### config.mk
export PLATFORM = sky130hd
export DESIGN_NAME = regfile_wb_arbiter
export DESIGN_NICKNAME = d
export VERILOG_FILES = /design/src/rtl/regfile_pkg.sv /design/src/rtl/rr_arbiter.sv /design/src/rtl/regfile_wb_arbiter.sv
export SDC_FILE = /design/constraint.sdc
export NUM_CORES = 1
export LEC_CHECK = 0
export ABC_AREA = 1
export CORE_AREA = 2 2 154 118
export DETAILED_ROUTE_END_ITERATION = 8
export DIE_AREA = 0 0 156 120
export GPL_ROUTABILITY_DRIVEN = 1
export PLACE_DENSITY = 0.86
export SKIP_LAST_GASP = 1
export SLEW_MARGIN = 30
export SYNTH_ARGS = -nofsm -noshare
export SYNTH_HDL_FRONTEND = slang
export SYNTH_SLANG_ARGS = --single-unit
### constraint.sdc
create_clock -name clk -period 5.2 [get_ports clk]
set_input_delay 0.52 -clock clk [delete_from_list [all_inputs] [get_ports clk]]
set_output_delay 0.52 -clock clk [all_outputs]
set_load 0.02 [all_outputs]
### src/rtl/regfile_pkg.sv
// rtl/regfile_pkg.sv - shared register-file constants and producer indices
package regfile_pkg;
    localparam int ADDR_W     = 5;
    localparam int DATA_W     = 32;
    localparam int NUM_REGS   = 32;

    localparam int SRC_ALU    = 0;
    localparam int SRC_LOAD   = 1;
    localparam int SRC_MULDIV = 2;
endpackage

### src/rtl/rr_arbiter.sv
// rtl/rr_arbiter.sv - round-robin one-hot arbiter, search starts at rr_ptr
module rr_arbiter #(
    parameter int N = 3
) (
    input  logic         clk,
    input  logic         rst_n,
    input  logic [N-1:0] req,
    output logic [N-1:0] grant
);
    localparam int PTR_W = (N > 1) ? $clog2(N) : 1;

    logic [PTR_W-1:0] rr_ptr;
    logic             found;
    int               gidx;
    int               idx;

    always_comb begin
        grant = '0;
        found = 1'b0;
        gidx  = 0;
        idx   = 0;
        for (int k = 0; k < N; k++) begin
            idx = (int'(rr_ptr) + k) % N;
            if (!found && req[idx]) begin
                grant[idx] = 1'b1;
                gidx       = idx;
                found      = 1'b1;
            end
        end
    end

    // Pointer moves just past the winner so it becomes lowest priority next.
    always_ff @(posedge clk or negedge rst_n) begin
        if (!rst_n) begin
            rr_ptr <= '0;
        end else if (found) begin
            rr_ptr <= PTR_W'((gidx + 1) % N);
        end
    end
endmodule

### src/rtl/regfile_wb_arbiter.sv
// rtl/regfile_wb_arbiter.sv - write-back arbiter and busy scoreboard for the register file write port
// Optional same-cycle read bypass ports enabled by WB_BYPASS_EN.
module regfile_wb_arbiter
    import regfile_pkg::NUM_REGS;
#(
    parameter int NUM_SRC = 3,
    parameter int DATA_W  = 32,
    parameter int ADDR_W  = 5
) (
    input  logic                      clk,
    input  logic                      rst_n,
    input  logic [NUM_SRC-1:0]        src_valid,
    output logic [NUM_SRC-1:0]        src_ready,
    input  logic [NUM_SRC*ADDR_W-1:0] src_addr,
    input  logic [NUM_SRC*DATA_W-1:0] src_data,
    input  logic                      issue_valid,
    input  logic [ADDR_W-1:0]         issue_addr,
    output logic                      issue_conflict,
    output logic [NUM_REGS-1:0]       busy,
`ifdef WB_BYPASS_EN
    input  logic [ADDR_W-1:0]         byp_addr1,
    input  logic [ADDR_W-1:0]         byp_addr2,
    output logic                      byp_hit1,
    output logic                      byp_hit2,
    output logic [DATA_W-1:0]         byp_data1,
    output logic [DATA_W-1:0]         byp_data2,
`endif
    output logic                      wr_en3,
    output logic [ADDR_W-1:0]         wr_addr3,
    output logic [DATA_W-1:0]         wr_data3
);
    logic [NUM_SRC-1:0]  hold_v;
    logic [ADDR_W-1:0]   hold_addr [NUM_SRC];
    logic [DATA_W-1:0]   hold_data [NUM_SRC];
    logic [NUM_SRC-1:0]  eligible;
    logic [NUM_SRC-1:0]  grant;
    logic [NUM_REGS-1:0] busy_nxt;

    always_comb begin
        eligible = '0;
        for (int i = 0; i < NUM_SRC; i++) begin
            eligible[i] = hold_v[i] && (hold_addr[i] != '0);
        end
    end

    rr_arbiter #(.N(NUM_SRC)) u_rr (
        .clk   (clk),
        .rst_n (rst_n),
        .req   (eligible),
        .grant (grant)
    );

    assign src_ready = ~hold_v | grant;

    // Address-0 entries never win arbitration, so they are retired here.
    always_ff @(posedge clk or negedge rst_n) begin
        if (!rst_n) begin
            hold_v <= '0;
            for (int i = 0; i < NUM_SRC; i++) begin
                hold_addr[i] <= '0;
                hold_data[i] <= '0;
            end
        end else begin
            for (int i = 0; i < NUM_SRC; i++) begin
                if (src_valid[i] && src_ready[i]) begin
                    hold_v[i]    <= 1'b1;
                    hold_addr[i] <= src_addr[i*ADDR_W +: ADDR_W];
                    hold_data[i] <= src_data[i*DATA_W +: DATA_W];
                end else if (grant[i] || (hold_v[i] && hold_addr[i] == '0)) begin
                    hold_v[i] <= 1'b0;
                end
            end
        end
    end

    always_comb begin
        wr_addr3 = '0;
        wr_data3 = '0;
        for (int i = 0; i < NUM_SRC; i++) begin
            if (grant[i]) begin
                wr_addr3 = wr_addr3 | hold_addr[i];
                wr_data3 = wr_data3 | hold_data[i];
            end
        end
    end

    assign wr_en3 = |grant;

    // Set after clear so a same-cycle re-issue keeps the register busy.
    always_comb begin
        busy_nxt = busy;
        if (wr_en3) begin
            busy_nxt[wr_addr3] = 1'b0;
        end
        if (issue_valid && issue_addr != '0) begin
            busy_nxt[issue_addr] = 1'b1;
        end
        busy_nxt[0] = 1'b0;
    end

    always_ff @(posedge clk or negedge rst_n) begin
        if (!rst_n) begin
            busy <= '0;
        end else begin
            busy <= busy_nxt;
        end
    end

    assign issue_conflict = busy[issue_addr] && (issue_addr != '0);

`ifdef WB_BYPASS_EN
    assign byp_hit1  = wr_en3 && (wr_addr3 == byp_addr1) && (byp_addr1 != '0);
    assign byp_hit2  = wr_en3 && (wr_addr3 == byp_addr2) && (byp_addr2 != '0);
    assign byp_data1 = byp_hit1 ? wr_data3 : '0;
    assign byp_data2 = byp_hit2 ? wr_data3 : '0;
`endif
endmodule

==> impl_metrics.env, run 1 <==
export IMPL_status="completed"
export IMPL_drcViolationCount=0
export IMPL_nets=1137
export IMPL_post_route_min_period_ns=4.95
export IMPL_dp_hpwl_mm=15.5
export IMPL_cpMostUsedCell="nand2_1"
export IMPL_clock_sinks=147
export IMPL_r2r_slack_ns=0.25
export IMPL_r2r_end="u_rr.rr_ptr[1]$_DFFE_PN0P_"
export IMPL_ys_seq_area_frac=0.482
export IMPL_grt_first_pass_wirelength_mm=35.4
export IMPL_arrival_ns=5.25
export IMPL_cts_hold_buffers=0
export IMPL_synth_area_leader_cell="dfrtp_1"
export IMPL_root_buffer="clkbuf_16"
export IMPL_r2r_cells=40
export IMPL_busiest_layer="met2"
export IMPL_synthesis_nets=921
export IMPL_area_growth_pct=39.4
export IMPL_clockBufferDepth=2
export IMPL_regToRegStartpoint="u_rr.rr_ptr[0]$_DFFE_PN0P_"
export IMPL_grt_max_degree=104
export IMPL_viasPerCell=5.48
export IMPL_antenna_found_initial=0
export IMPL_drv_cap=0
export IMPL_hold_worst_slack_ns=0.186
export IMPL_finalHoldViolCount=0
export IMPL_firstDrtPassIters=6
export IMPL_syn_instance_count=783
export IMPL_io_pin_count=196
export IMPL_use_met3=0.0979
export IMPL_vias=6732
export IMPL_syn_area_per_cell_um2=9.76
export IMPL_hold_class="input pin to async pin"
export IMPL_gp_congestion=0.940
export IMPL_std_cell_rows=42
export IMPL_cts_made_buffers=17
export IMPL_dieArea_um2=18700
export IMPL_clk_pin_slew_ns=0.06
export IMPL_start_util=0.442
export IMPL_h_tree_depth=4
export IMPL_numPortBuffers=194
export IMPL_track_usage=0.245
export IMPL_ant_nets=0
export IMPL_drive_gt1_frac=0.242
export IMPL_cp_start_kind="flop"
export IMPL_die_y_um=120
export IMPL_maxSlewHeadroom=0.471
export IMPL_yosysWarnings=0
export IMPL_synth_seq_cells=147
export IMPL_totalWireLength_mm=22.5
export IMPL_die_w_um=156
export IMPL_met1_usage=0.317
export IMPL_fin_util=0.616
export IMPL_crit_slowest_cell="dfrtp_2"
export IMPL_synth_cell_types=38
export IMPL_maxSlewViolCount=0
export IMPL_fin_ws_ns=0.252
export IMPL_synth_area_leaders="dfrtp_1, mux2_2, nand2_1"
export IMPL_synth_edf_count=0
export IMPL_core_um2=17300
export IMPL_timing_fmax_mhz=202
export IMPL_cts_tree="built"
export IMPL_fin_crit_sh=0.952
export IMPL_tightestPinTransition_ns=0.794
export IMPL_required_ns=5.50
export IMPL_grt_pass1_vias=6661
export IMPL_fin_skew_ns=0.0123
export IMPL_gr_total_overflow=0
export IMPL_worst_path_max_fanout=7
export IMPL_detail_route_wl_per_cell_um=18.3
export IMPL_drt_iter0_markers=639
export IMPL_crit_path_max_incr_delay_ns=0.44
export IMPL_setup_viol=0
export IMPL_dpl_worst_slack_ns=-0.151
export IMPL_crit_path_end_kind="flop"
export IMPL_synthesis_area_um2=7640
export IMPL_globalRouteMet2Util=0.388
export IMPL_clock_latency_ns=0.42
export IMPL_path_class="flop to flop"
export IMPL_ys_async_sr_fraction=1.00
export IMPL_n_antenna_cell=0
export IMPL_synthFlopType="dfrtp_1"
export IMPL_synth_top_area_frac=0.482
==> Yosys cell counts, types with 3 or more instances <==
master	number
nand4_1	4
buf_1	3
mux2_2	104
a21oi_1	24
inv_1	50
nand2_4	3
dfrtp_1	147
o21ai_1	4
clkinv_1	5
ha_1	16
nor3_1	9
clkbuf_1	20
nand3_2	9
nor2_4	3
a22oi_1	48
nor2_2	7
nor2_1	22
nand2_1	159
nand2_2	12
nand3_1	34
o21ai_0	70
inv_2	7
==> through the flow <==
step | instances | setup TNS [ns] | instance area [µm²]
final | 1229 | 0 | 10700
after global routing | 1229 | -0.0953 | 10700
after CTS | 1211 | 0 | 10400
after detailed placement | 1182 | -0.235 | 9860
after global placement | 1182 | 0 | 9850
after floorplan | 783 | 0 | 7660
==> per-layer routing <==
metal,part of all wire,vias up
met4,0.011,0
li1,-,3110
met3,0.10,23
met1,0.41,3277
met2,0.48,322
met5,0,-
==> how the worst max path moves through the flow <==
stage                                            end                       start  cells after the start  slack, ns
after floorplan           u_rr.rr_ptr[1]$_DFFE_PN0P_  u_rr.rr_ptr[1]$_DFFE_PN0P_                     41      0.005
after global placement    u_rr.rr_ptr[1]$_DFFE_PN0P_  u_rr.rr_ptr[0]$_DFFE_PN0P_                     40       0.12
after detailed placement  u_rr.rr_ptr[1]$_DFFE_PN0P_  u_rr.rr_ptr[1]$_DFFE_PN0P_                     40      -0.15
after CTS                 u_rr.rr_ptr[1]$_DFFE_PN0P_  u_rr.rr_ptr[0]$_DFFE_PN0P_                     39       0.02
after global routing      u_rr.rr_ptr[1]$_DFFE_PN0P_  u_rr.rr_ptr[0]$_DFFE_PN0P_                     41       -0.1
final                     u_rr.rr_ptr[1]$_DFFE_PN0P_  u_rr.rr_ptr[0]$_DFFE_PN0P_                     40       0.25
==> state kept, by name, summed over array words and instances (netlist names) <==
signal / cells
hold_addr: 15
hold_v: 3
u_rr.rr_ptr: 2
busy: 31
hold_data: 96
==> cell type report <==
cell class	instances	area (µm²)
Timing Repair Buffer	222	2160
Tap cell	220	275
Clock buffer	21	460
Clock inverter	8	81.3
Multi-Input combinational cell	549	3750
Fill cell	1359	6640
Sequential cell	147	3680
Inverter	62	244
==> timing repair <==
item                       CTS  global route
pin swaps                    0            19
setup endpoints to repair    2             2
resized for setup            9            26
hold endpoints to repair     0             0
buffers inserted             0            18
==> critical path, delay by kind of cell, from the launching register on <==
family / cells / cell delay (ns)
simple gates: 23 / 2.08
fa+ha+maj: 5 / 1.14
buf+inv: 9 / 0.67
flops: 1 / 0.44
compound gates: 2 / 0.36
xor+xnor: 1 / 0.12
==> cell families (layout without fill, tap and decap cells) <==
group	count (synthesis)	in the layout	share of synthesized area
AO/OA/AOI/OAI	153	153	0.121
other	1	1	0.000491
adder cells (fa/ha/maj)	16	16	0.0262
buffers and inverters	87	313	0.0437
XOR/XNOR	4	4	0.00459
AND/OR/NAND/NOR	271	271	0.170
flip-flops	147	147	0.482
multiplexers	104	104	0.153
==> cell usage in the layout, fill, tap and decap left out, drive strengths merged <==
master | netlist | final
a22oi | 48 | 48
and2 | 1 | 1
nand3 | 44 | 44
mux2 | 104 | 104
clkbuf | 20 | 22
inv | 57 | 58
nor3 | 11 | 11
bufinv | 0 | 1
o22ai | 2 | 2
clkinv | 5 | 9
o31ai | 1 | 1
ha | 16 | 16
o21ai | 78 | 78
nand4 | 5 | 5
nand2 | 174 | 174
clkinvlp | 0 | 2
buf | 5 | 28
conb | 1 | 1
xnor2 | 2 | 2
nor4 | 1 | 1
clkdlybuf4s50 | 0 | 193
a21oi | 24 | 24
or2 | 3 | 3
nor2 | 32 | 32
dfrtp | 147 | 147
xor2 | 2 | 2
Power of run 1 is not shown: default switching activity piles up to over one toggle a cycle in this logic, so the estimate is an artifact.
==> inputs of run 2 (changes only) <==
- ABC_AREA: 1 -> unset
- CORE_AREA: 2 2 154 118 -> 2 2 155 119
- CTS_CLUSTER_SIZE: unset -> 28
- DIE_AREA: 0 0 156 120 -> 0 0 157 121
- PLACE_DENSITY: 0.86 -> 0.85
==> run 2 against run 1 <==
Net effect:
- the run now ends with setup timing left
- clock-buffer cell count shrank 3
- global-route usage grew 1.2 points
- die area grew 1.5%
- maximum frequency shrank 8.6%
- critical path depth shrank 16
- worst hold slack lost 0.020 ns
- highest routed layer unchanged
- sequential share of layout area shrank 2.0 points
- clock skew grew 0.0019 ns
- final cell count shrank 2.6%
- area after synthesis grew 1.1%
==> impl_metrics.env, run 2 <==
export IMPL_status="finished with violations"
export IMPL_violations="setup timing"
export IMPL_track_usage=0.257
export IMPL_maxSlewViolCount=0
export IMPL_dieArea_um2=19000
export IMPL_drv_cap=0
export IMPL_fin_util=0.650
export IMPL_r2r_end="u_rr.rr_ptr[0]$_DFFE_PN0P_"
export IMPL_synth_xor_area_frac=0.0112
export IMPL_finalHoldViolCount=0
export IMPL_synthesis_nets=813
export IMPL_synth_mux_area_frac=0.196
export IMPL_synth_compound_area_frac=0.165
export IMPL_layout_commonest_cell="clkdlybuf4s50_1"
export IMPL_vias=6843
export IMPL_totalWireLength_mm=23.7
export IMPL_die_w_um=157
export IMPL_synth_cell_types=67
export IMPL_hold_worst_slack_ns=0.166
export IMPL_rsz0062_at_grt="yes"
export IMPL_tightestPinTransition_ns=0.802
export IMPL_clock_sinks=147
export IMPL_numPortBuffers=194
export IMPL_h_tree_depth=4
export IMPL_cts_made_buffers=17
export IMPL_largest_reg_flops=96
export IMPL_r2r_cells=24
export IMPL_dp_cells=1156
export IMPL_path_cells="or4_4 > o211ai_1 > nand3_1 > a21o_1 > o21ai_2 > ha_4 > inv_1 > or3_4 > mux2_4 > o211ai_1 > mux2i_2 > ha_2 > inv_2 > o211ai_1 > mux2_4 > xnor2_4 > ha_4 > a221oi_4 > xnor2_1 > ha_2 > a21oi_2 > o31ai_2 > or2_1 > a211o_1"
export IMPL_synth_edf_count=0
export IMPL_area_growth_pct=46.4
export IMPL_clockBufferDepth=2
export IMPL_syn_instance_count=675
export IMPL_drive_gt1_frac=0.311
export IMPL_cpMostUsedCell="o211ai_1"
export IMPL_grt_max_degree=98
export IMPL_required_ns=5.50
export IMPL_n_antenna_cell=0
export IMPL_gp_congestion=0.902
export IMPL_reg_top3="hold_data: 96 flops, busy: 31 flops, hold_addr: 15 flops"
export IMPL_setup_viol=2
export IMPL_clock_latency_ns=0.43
export IMPL_firstDrtPassIters=6
export IMPL_antenna_found_initial=0
export IMPL_timing_fmax_mhz=185
export IMPL_fin_ws_ns=-0.212
export IMPL_fin_cells=1197
export IMPL_synthFlopType="dfrtp_1"
export IMPL_nets=1080
export IMPL_die_y_um=121
export IMPL_gr_total_overflow=0
export IMPL_arrival_ns=5.72
export IMPL_synth_most_common_cell="dfrtp_1"
export IMPL_core_um2=17400
export IMPL_synth_top_area_frac=0.476
export IMPL_post_route_min_period_ns=5.41
export IMPL_synth_seq_cells=147
export IMPL_worst_path_max_fanout=4
export IMPL_crit_path_end_kind="flop"
export IMPL_ys_seq_area_frac=0.476
export IMPL_dp_hpwl_mm=16.7
export IMPL_regToRegStartpoint="hold_addr[0]$_DFFE_PN0P_"
export IMPL_drt_iter0_markers=654
export IMPL_fin_skew_ns=0.0142
export IMPL_largest_register="hold_data"
export IMPL_hold_class="input pin to async pin"
export IMPL_start_util=0.444
export IMPL_syn_area_per_cell_um2=11.4
export IMPL_num_fill_cells=1314
export IMPL_ys_async_sr_fraction=1.00
export IMPL_drcViolationCount=0
export IMPL_ant_nets=0
export IMPL_synthesis_area_um2=7730
export IMPL_std_cell_rows=42
export IMPL_cts_tree="built"
export IMPL_layout_common_cells="clkdlybuf4s50_1, dfrtp_1, mux2_2"
export IMPL_fin_crit_sh=1.04
export IMPL_clk_pin_slew_ns=0.06
export IMPL_synthSimpleGateAreaFrac=0.0797
export IMPL_crit_slowest_cell="or4_4"
export IMPL_viasPerCell=5.72
export IMPL_io_pin_count=196
export IMPL_crit_path_max_incr_delay_ns=0.57
export IMPL_synth_area_leaders="dfrtp_1, mux2_2, a222oi_1"
export IMPL_dpl_worst_slack_ns=-0.461
export IMPL_cp_start_kind="flop"
export IMPL_path_class="flop to flop"
export IMPL_maxSlewHeadroom=0.465
export IMPL_root_buffer="clkbuf_16"
export IMPL_netlist_top_cells_count="dfrtp_1, mux2_2, o21ai_0"
export IMPL_grt_pass1_vias=7143
export IMPL_yosysWarnings=0
export IMPL_synthAdderAreaFrac=0.0272
export IMPL_synth_top_family_by_area="multiplexers"
export IMPL_grt_first_pass_wirelength_mm=37.7
export IMPL_detail_route_wl_per_cell_um=19.8
export IMPL_synth_area_leader_cell="dfrtp_1"
export IMPL_r2r_slack_ns=-0.21
==> run 2: cell count changes after synthesis, moves of 9 or more <==
cell	previous run	this run
a222oi_1	0	36
nand2_1	159	33
nand2_2	12	0
nand3_2	9	0
mux2_2	104	115
a21oi_1	24	8
a22oi_1	48	4
nand3_1	34	12
==> run 2: area by class of cell <==
class,count,area (µm²),share of cell area
tap,242,303,0.0268
inverter,52,195,0.0173
clock inverter,14,166,0.0147
sequential,147,3680,0.325
multi-input combinational,439,3880,0.344
timing repair buffer,285,2640,0.234
clock buffer,18,439,0.0388
==> run 2: repair_timing <==
action                     4_1_cts  5_1_grt
setup endpoints to repair        2        2
hold endpoints to repair         0        0
setup buffers                    6        3
pin swaps                        8        0
hold buffers                     0        0
resized for setup               12        1
==> run 2: kinds of logic (layout without fill, tap and decap cells) <==
family / after synthesis / count (layout)
xor+xnor: 9 / 9
other cells: 1 / 1
simple gates: 114 / 114
flops: 147 / 147
mux: 127 / 127
fa+ha+maj: 17 / 17
buf+inv: 89 / 369
compound gates: 171 / 171
==> run 2: metal layers <==
metal,track usage,share of wire,vias up
li1,-,-,3078
met1,0.345,0.43,3391
met2,0.408,0.47,338
met3,0.0679,0.089,36
met4,0.0831,0.016,0
met5,0,0,-
==> run 2: critical path, delay by kind of cell, from the launching register on <==
kind,cells,cell delay [ns]
mux,3,0.72
compound gates,9,1.63
buf+inv,2,0.15
fa+ha+maj,4,0.79
xor+xnor,2,0.27
flops,1,0.37
simple gates,4,1.37
==> run 2: per-stage QoR <==
| step | TNS (ns) | area (µm²) |
|---|---|---|
| finish | -0.386 | 11300 |
| global route | -0.941 | 11300 |
| CTS | -0.297 | 11300 |
| detailed placement | -0.889 | 10600 |
| global placement | -0.320 | 10600 |
| floorplan | -0.735 | 7870 |
==> run 2: worst max-delay path by stage <==
stage	endpoint	slack, ns	from
3_3_place_gp	u_rr.rr_ptr[0]$_DFFE_PN0P_	-0.18	hold_addr[12]$_DFFE_PN0P_
3_5_place_dp	u_rr.rr_ptr[0]$_DFFE_PN0P_	-0.46	hold_addr[12]$_DFFE_PN0P_
5_1_grt	u_rr.rr_ptr[1]$_DFFE_PN0P_	-0.47	hold_addr[0]$_DFFE_PN0P_
4_1_cts	u_rr.rr_ptr[0]$_DFFE_PN0P_	-0.16	hold_addr[14]$_DFFE_PN0P_
2_1_floorplan	u_rr.rr_ptr[0]$_DFFE_PN0P_	-0.39	hold_addr[12]$_DFFE_PN0P_
6_report	u_rr.rr_ptr[0]$_DFFE_PN0P_	-0.21	hold_addr[0]$_DFFE_PN0P_
Power of run 2 is left out for the same reason.
==> inputs of run 3 (changes only) <==
- CTS_CLUSTER_SIZE: 28 -> 30
==> results of run 3 <==
No change in the layout: final DEF, timing and power equal those of run 2.
Power of run 3 is left out for the same reason.
